### config.mk
export PLATFORM = sky130hd
export DESIGN_NAME = axis_frame_len_stats
export DESIGN_NICKNAME = d
export VERILOG_FILES = /design/src/rtl/axis_frame_len_stats.sv
export SDC_FILE = /design/constraint.sdc
export NUM_CORES = 1
export LEC_CHECK = 0
export ABC_AREA = 1
export BUFFER_PORTS_ARGS = -buffer_cell sky130_fd_sc_hd__buf_2
export CAP_MARGIN = 0
export CORE_MARGIN = 2
export CORE_UTILIZATION = 50
export CTS_CLUSTER_DIAMETER = 200
export DETAILED_ROUTE_END_ITERATION = 8
export HOLD_SLACK_MARGIN = 0.15
export PLACE_DENSITY = 0.7
export REMOVE_ABC_BUFFERS = 1
export SLEW_MARGIN = 10
export SYNTH_ARGS = -nofsm -noshare
export SYNTH_HDL_FRONTEND = slang
export SYNTH_SLANG_ARGS = --single-unit
export TNS_END_PERCENT = 10
### constraint.sdc
create_clock -name clk -period 13.2 [get_ports clk]
set_input_delay 0.66 -clock clk [delete_from_list [all_inputs] [get_ports clk]]
set_output_delay 0.66 -clock clk [all_outputs]
set_load 0.005 [all_outputs]
### src/rtl/axis_frame_len_stats.sv
// axis_frame_len_stats: observe-only AXI-Stream frame length monitor with a result queue and running statistics
module axis_frame_len_stats #(
    parameter int DATA_WIDTH  = 64,
    parameter bit KEEP_ENABLE = (DATA_WIDTH > 8),
    parameter int KEEP_WIDTH  = DATA_WIDTH / 8,
    parameter int LEN_WIDTH   = 16,
    parameter int CNT_WIDTH   = 32,
    parameter int FIFO_DEPTH  = 4
) (
    input  logic                  clk,
    input  logic                  rst_n,
    input  logic [KEEP_WIDTH-1:0] monitor_axis_tkeep,
    input  logic                  monitor_axis_tvalid,
    input  logic                  monitor_axis_tready,
    input  logic                  monitor_axis_tlast,
    input  logic                  monitor_axis_tuser,
    input  logic                  stat_clear,
    output logic [LEN_WIDTH-1:0]  m_len_tdata,
    output logic [1:0]            m_len_tuser,
    output logic                  m_len_tvalid,
    input  logic                  m_len_tready,
    output logic [CNT_WIDTH-1:0]  frame_count,
    output logic [CNT_WIDTH-1:0]  drop_count,
    output logic [LEN_WIDTH-1:0]  min_len,
    output logic [LEN_WIDTH-1:0]  max_len
);
    localparam int WW = $clog2(KEEP_WIDTH + 1);
    localparam int SW = LEN_WIDTH + WW + 1;
    localparam int AW = $clog2(FIFO_DEPTH);
    localparam logic [LEN_WIDTH-1:0] LEN_MAX = '1;

    typedef enum logic {IDLE, IN_FRAME} state_t;

    state_t                state, state_next;
    logic [LEN_WIDTH-1:0]  acc, acc_next, base_len, len_out;
    logic                  sat, sat_next, sat_out;
    logic [WW-1:0]         weight;
    logic [SW-1:0]         sum;
    logic                  beat, last_beat, push, pop, drop, empty, full;
    logic [AW:0]           wr_ptr, rd_ptr;
    logic [LEN_WIDTH+1:0]  mem [FIFO_DEPTH];
    logic [LEN_WIDTH+1:0]  head;

    assign beat      = monitor_axis_tvalid & monitor_axis_tready;
    assign last_beat = beat & monitor_axis_tlast;

    always_comb begin
        weight = '0;
        for (int i = 0; i < KEEP_WIDTH; i++) weight = weight + WW'(monitor_axis_tkeep[i]);
        if (!KEEP_ENABLE) weight = WW'(1);
    end

    // The accumulator only carries a value while inside a frame; IDLE always starts from zero.
    always_comb begin
        state_next = state;
        acc_next   = acc;
        sat_next   = sat;
        base_len   = (state == IN_FRAME) ? acc : '0;
        sum        = SW'(base_len) + SW'(weight);
        len_out    = (sum > SW'(LEN_MAX)) ? LEN_MAX : sum[LEN_WIDTH-1:0];
        sat_out    = ((state == IN_FRAME) && sat) || (sum > SW'(LEN_MAX));
        if (beat) begin
            state_next = monitor_axis_tlast ? IDLE : IN_FRAME;
            acc_next   = monitor_axis_tlast ? '0 : len_out;
            sat_next   = !monitor_axis_tlast && sat_out;
        end
    end

    always_ff @(posedge clk or negedge rst_n) begin
        if (!rst_n) begin
            state <= IDLE;
            acc   <= '0;
            sat   <= 1'b0;
        end else begin
            state <= state_next;
            acc   <= acc_next;
            sat   <= sat_next;
        end
    end

    assign empty = (wr_ptr == rd_ptr);
    assign full  = (wr_ptr[AW] != rd_ptr[AW]) && (wr_ptr[AW-1:0] == rd_ptr[AW-1:0]);
    assign pop   = !empty && m_len_tready;
    assign push  = last_beat && (!full || pop);
    assign drop  = last_beat && full && !pop;
    assign head  = mem[rd_ptr[AW-1:0]];

    assign m_len_tvalid = !empty;
    assign m_len_tdata  = empty ? '0 : head[LEN_WIDTH-1:0];
    assign m_len_tuser  = empty ? '0 : head[LEN_WIDTH+1:LEN_WIDTH];

    always_ff @(posedge clk) begin
        if (push) mem[wr_ptr[AW-1:0]] <= {sat_out, monitor_axis_tuser, len_out};
    end

    always_ff @(posedge clk or negedge rst_n) begin
        if (!rst_n) begin
            wr_ptr <= '0;
            rd_ptr <= '0;
        end else begin
            if (push) wr_ptr <= wr_ptr + (AW+1)'(1);
            if (pop) rd_ptr <= rd_ptr + (AW+1)'(1);
        end
    end

    // Clear wins over a concurrent frame end, so that frame is simply not counted.
    always_ff @(posedge clk or negedge rst_n) begin
        if (!rst_n) begin
            frame_count <= '0;
            drop_count  <= '0;
            min_len     <= '1;
            max_len     <= '0;
        end else if (stat_clear) begin
            frame_count <= '0;
            drop_count  <= '0;
            min_len     <= '1;
            max_len     <= '0;
        end else if (last_beat) begin
            if (frame_count != '1) frame_count <= frame_count + CNT_WIDTH'(1);
            if (drop && drop_count != '1) drop_count <= drop_count + CNT_WIDTH'(1);
            if (!monitor_axis_tuser) begin
                if (len_out < min_len) min_len <= len_out;
                if (len_out > max_len) max_len <= len_out;
            end
        end
    end
endmodule

==> results.md <==
Yosys:
- The proportion of register bits with asynchronous set or reset after synthesis is 0.625.
- The mean area per synthesized cell is 8.33 µm².
- Counting flops with a built-in enable in the synthesized netlist gives 72.
- The post-synthesis cell count is 1283.
- In this run, distinct cell masters in the synthesized netlist total 46.
- The largest area contributor in the synthesized netlist is sky130_fd_sc_hd__dfrtp_1.
- Ranked by total cell area, the synthesized netlist is headed by sky130_fd_sc_hd__dfrtp_1, sky130_fd_sc_hd__edfxtp_1, sky130_fd_sc_hd__nand2_1.
- The netlist area before placement is 10700 µm².
- Of the post-synthesis cell area, the dominant cell type holds 0.244.
- The Yosys step of the flow raised 0 warnings.
- The sequential area share after synthesis is 0.485.
- The most frequently used flop master after synthesis is sky130_fd_sc_hd__dfrtp_1.
- The synthesized flop and latch total is 192.

Detailed routing:
- The count of nets left with antenna violations after detail routing is 0.
- The total via count in the routed design is 9187.
- After detailed routing, the number of remaining DRC violations is 0.
- The routed wirelength normalized by instance count is 15.9 µm.
- The number of iterations in the first detailed-routing pass is 5.
- The initial detailed-routing violation count is 560.
- For this block, the routed nets add up to 26800 µm of wire.
- The average via count per standard cell is 5.44.

Global route:
- The first global-routing pass estimated 43200 µm of wire.
- Summed over all layers, the global routing overflow is 0.
- The via count of the first global-routing pass is 8501.
- The number of antenna violations at the first check in global routing is 0.
- The global routing usage summed across all routing layers is 0.244.
- The largest net degree at the start of global routing is 65.

Clock network:
- The clock edge transition at the registers on the reported setup and hold paths is 0.07 ns.
- The number of H-tree branching levels is 4.
- The TritonCTS clock tree is yes.
- In this run the clock root is driven by a sky130_fd_sc_hd__clkbuf_16.
- After clock tree synthesis, the repair step resized 0 gates.
- The buffers inserted during post-CTS setup optimization is 0.
- The number of clock sinks is 192.
- For the worst-skew pair, the clock arrives at the later sink with an insertion delay of 0.44 ns.
- For this design, the CTS-stage hold fixing added 0 buffers.
- The clock passes through at most 2 buffers.
- The TritonCTS buffer count is 17.

Floorplanning:
- The initial utilization of the core area, before any placement, comes to 0.508.
- For this design the top-level I/O count stands at 131.
- The die is 150 µm tall.
- The core region is 21000 µm².
- The number of placement rows is 53.
- The area enclosed by the die boundary is 22600 µm².
- The die is 150 µm wide.

Placed design:
- After legalization and detailed placement, the total HPWL measured 19200 µm.
- At the end of routability-driven placement, the weighted congestion stood at 0.941.
- The number of buffers inserted by port buffering is 130.
- Prior to clock tree synthesis, the placed netlist has a worst setup slack of 7.18 ns.
- The cell total after placement is 1657.
- In this run the cell area measured after placement is 11600 µm².

Layout:
- The number of nets at the end of the flow is 1465.
- The finished layout holds 1688 standard cells, fillers aside.
- Of the cells placed in the final design, the portion with a size suffix greater than 1 is 0.153.
- The antenna diode instance count is 0.
- The area added between synthesis and finish is 13.7%.
- The top cell types in the final layout, fill and taps aside, are sky130_fd_sc_hd__nand2_1, sky130_fd_sc_hd__inv_1, sky130_fd_sc_hd__nor2_1.
- The final design instance area without fill is 12200 µm².
- Leaving out fill and tap cells, the most frequent cell in the layout is sky130_fd_sc_hd__nand2_1.

Setup path:
- The critical path class is reg2reg.
- At the worst endpoint, the required time is 13.51 ns.
- The worst setup path is launched from a flop.
- The largest driver fanout on the critical path is 21.
- The worst setup path is captured at a flop.
- Data arrives at the worst endpoint at 6.04 ns.

STA:
- The worst clock skew on the final layout is 0.0122 ns.
- Of the available clock period, the critical path in the final layout requires 0.434.
- The number of setup violations in the final report is 0.
- Derived from the worst setup path, the maximum achievable clock frequency is 0.175 GHz.
- For the pin with the worst max-slew slack, the measured transition is 0.835 ns.
- The post-route setup TNS is 0 ns.
- The tightest slew margin relative to the limit is 0.443.
- The count of pins over their slew limit is 0.
- The minimum clock period is 5.73 ns.
- The final count of hold timing violations is 0.
- The worst setup slack after layout is 7.47 ns.
- Setup repair after global routing left no endpoint under its margin.

Job:
- Across the run, the number of max-cap violations was 0.

Pwr:
- Summed over all cells, the static leakage comes to 5.53 nW.
- Power comes to 1.66 mW.
- Power spread over the standard cell area amounts to 137 nW/µm².
- The largest vdd supply drop is 0.105 mV.

Hold path:
- The type of the tightest min-delay check is in2async.

Outcome:
- The flow ran to the end, and the final reports show no timing, DRC or antenna violations.
## per-layer routing
layer	GRT usage	share of wire
met1	0.344	0.45
met2	0.383	0.45
met3	0.0479	0.075
met4	0.0769	0.020
met5	0	0
## per-stage QoR
step                      hold WS, ns  utilization
after global placement          0.467        0.551
after floorplan                 0.364            -
after detailed placement        0.476        0.551
after global routing            0.342        0.578
final                           0.288        0.578
after CTS                       0.312        0.578
## area by class of cell
cell class / count / area, µm²
Clock buffer: 18 / 429
Inverter: 176 / 661
Fill cell: 1901 / 8870
Clock inverter: 13 / 150
Multi-Input combinational cell: 874 / 4660
Tap cell: 275 / 344
Sequential cell: 192 / 5180
Timing Repair Buffer: 140 / 728
## synthesized netlist by cell type, types with 4 or more instances
cell type / instances
sky130_fd_sc_hd__a21oi_1: 41
sky130_fd_sc_hd__a31oi_1: 5
sky130_fd_sc_hd__buf_1: 11
sky130_fd_sc_hd__buf_2: 4
sky130_fd_sc_hd__clkbuf_1: 22
sky130_fd_sc_hd__dfrtp_1: 104
sky130_fd_sc_hd__dfstp_2: 16
sky130_fd_sc_hd__edfxtp_1: 72
sky130_fd_sc_hd__fa_1: 5
sky130_fd_sc_hd__ha_1: 43
sky130_fd_sc_hd__inv_1: 170
sky130_fd_sc_hd__inv_2: 5
sky130_fd_sc_hd__nand2_1: 303
sky130_fd_sc_hd__nand2_2: 6
sky130_fd_sc_hd__nand3_1: 56
sky130_fd_sc_hd__nand4_1: 29
sky130_fd_sc_hd__nor2_1: 140
sky130_fd_sc_hd__nor2_2: 6
sky130_fd_sc_hd__nor3_1: 50
sky130_fd_sc_hd__nor4_1: 17
sky130_fd_sc_hd__o21ai_0: 53
sky130_fd_sc_hd__o21ai_1: 14
sky130_fd_sc_hd__o22ai_1: 8
sky130_fd_sc_hd__o31ai_1: 23
sky130_fd_sc_hd__o32ai_1: 18
sky130_fd_sc_hd__xnor2_1: 7
sky130_fd_sc_hd__xor2_1: 25
## flip-flops by register name, summed over array words and instances (netlist names)
name	flops
rd_ptr	3
drop_count	32
mem	72
min_len	16
state	1
acc	16
frame_count	32
wr_ptr	3
max_len	16
sat	1
## kinds of logic (layout without fill, tap and decap cells)
family | count (synthesis) | after routing | synth area share
xor gates and xnor gates | 32 | 32 | 0.0262
buffers and inverters | 217 | 347 | 0.0791
and+or+nand+nor | 620 | 620 | 0.251
AOI/OAI and AO/OA | 173 | 173 | 0.0975
adders and majority gates | 48 | 48 | 0.0597
muxes | 1 | 1 | 0.00105
DFF | 192 | 192 | 0.485
## worst max-delay path, cell delays in order, from the launching register on
cell	delay, ns
sky130_fd_sc_hd__dfrtp_1	0.83
sky130_fd_sc_hd__nand2_1	0.14
sky130_fd_sc_hd__fa_1	0.48
sky130_fd_sc_hd__fa_1	0.52
sky130_fd_sc_hd__fa_1	0.17
sky130_fd_sc_hd__inv_1	0.06
sky130_fd_sc_hd__fa_1	0.40
sky130_fd_sc_hd__inv_1	0.07
sky130_fd_sc_hd__nor2_1	0.04
sky130_fd_sc_hd__nor2_1	0.24
sky130_fd_sc_hd__nor2_2	0.12
sky130_fd_sc_hd__nand2_2	0.24
sky130_fd_sc_hd__inv_1	0.19
sky130_fd_sc_hd__a21oi_1	0.30
sky130_fd_sc_hd__inv_1	0.21
sky130_fd_sc_hd__ha_1	0.32
sky130_fd_sc_hd__a21oi_1	0.15
sky130_fd_sc_hd__o21ai_0	0.10
sky130_fd_sc_hd__a21oi_1	0.16
sky130_fd_sc_hd__nor2_1	0.07
sky130_fd_sc_hd__a211oi_1	0.18
sky130_fd_sc_hd__nand2_1	0.12
sky130_fd_sc_hd__nand2_4	0.22
sky130_fd_sc_hd__nor2_8	0.10
sky130_fd_sc_hd__nand2_1	0.11
sky130_fd_sc_hd__nand2_1	0.06
## path summary, 6_finish.rpt
| check | startpoint | cells past startpoint | to | slack [ns] |
|---|---|---|---|---|
| setup / recovery | state | 25 | max_len[5] | 7.47 |
| hold / removal | rst_n | 1 | rd_ptr[2] | 0.29 |
| setup reg to reg | state | 25 | max_len[5] | 7.47 |
| hold reg to reg | wr_ptr[2] | 1 | wr_ptr[2] | 0.49 |
| max in group asynchronous | rst_n | 2 | frame_count[16] | 11.62 |
| min in group clk | monitor_axis_tuser | 1 | mem[2][16] | 0.48 |
## report_power, final
group | internal [mW] | switching, mW
logic | 0.166 | 0.294
registers | 0.667 | 0.0226
clock network | 0.282 | 0.229
No activity file was read; power rests on OpenSTA's default activity.
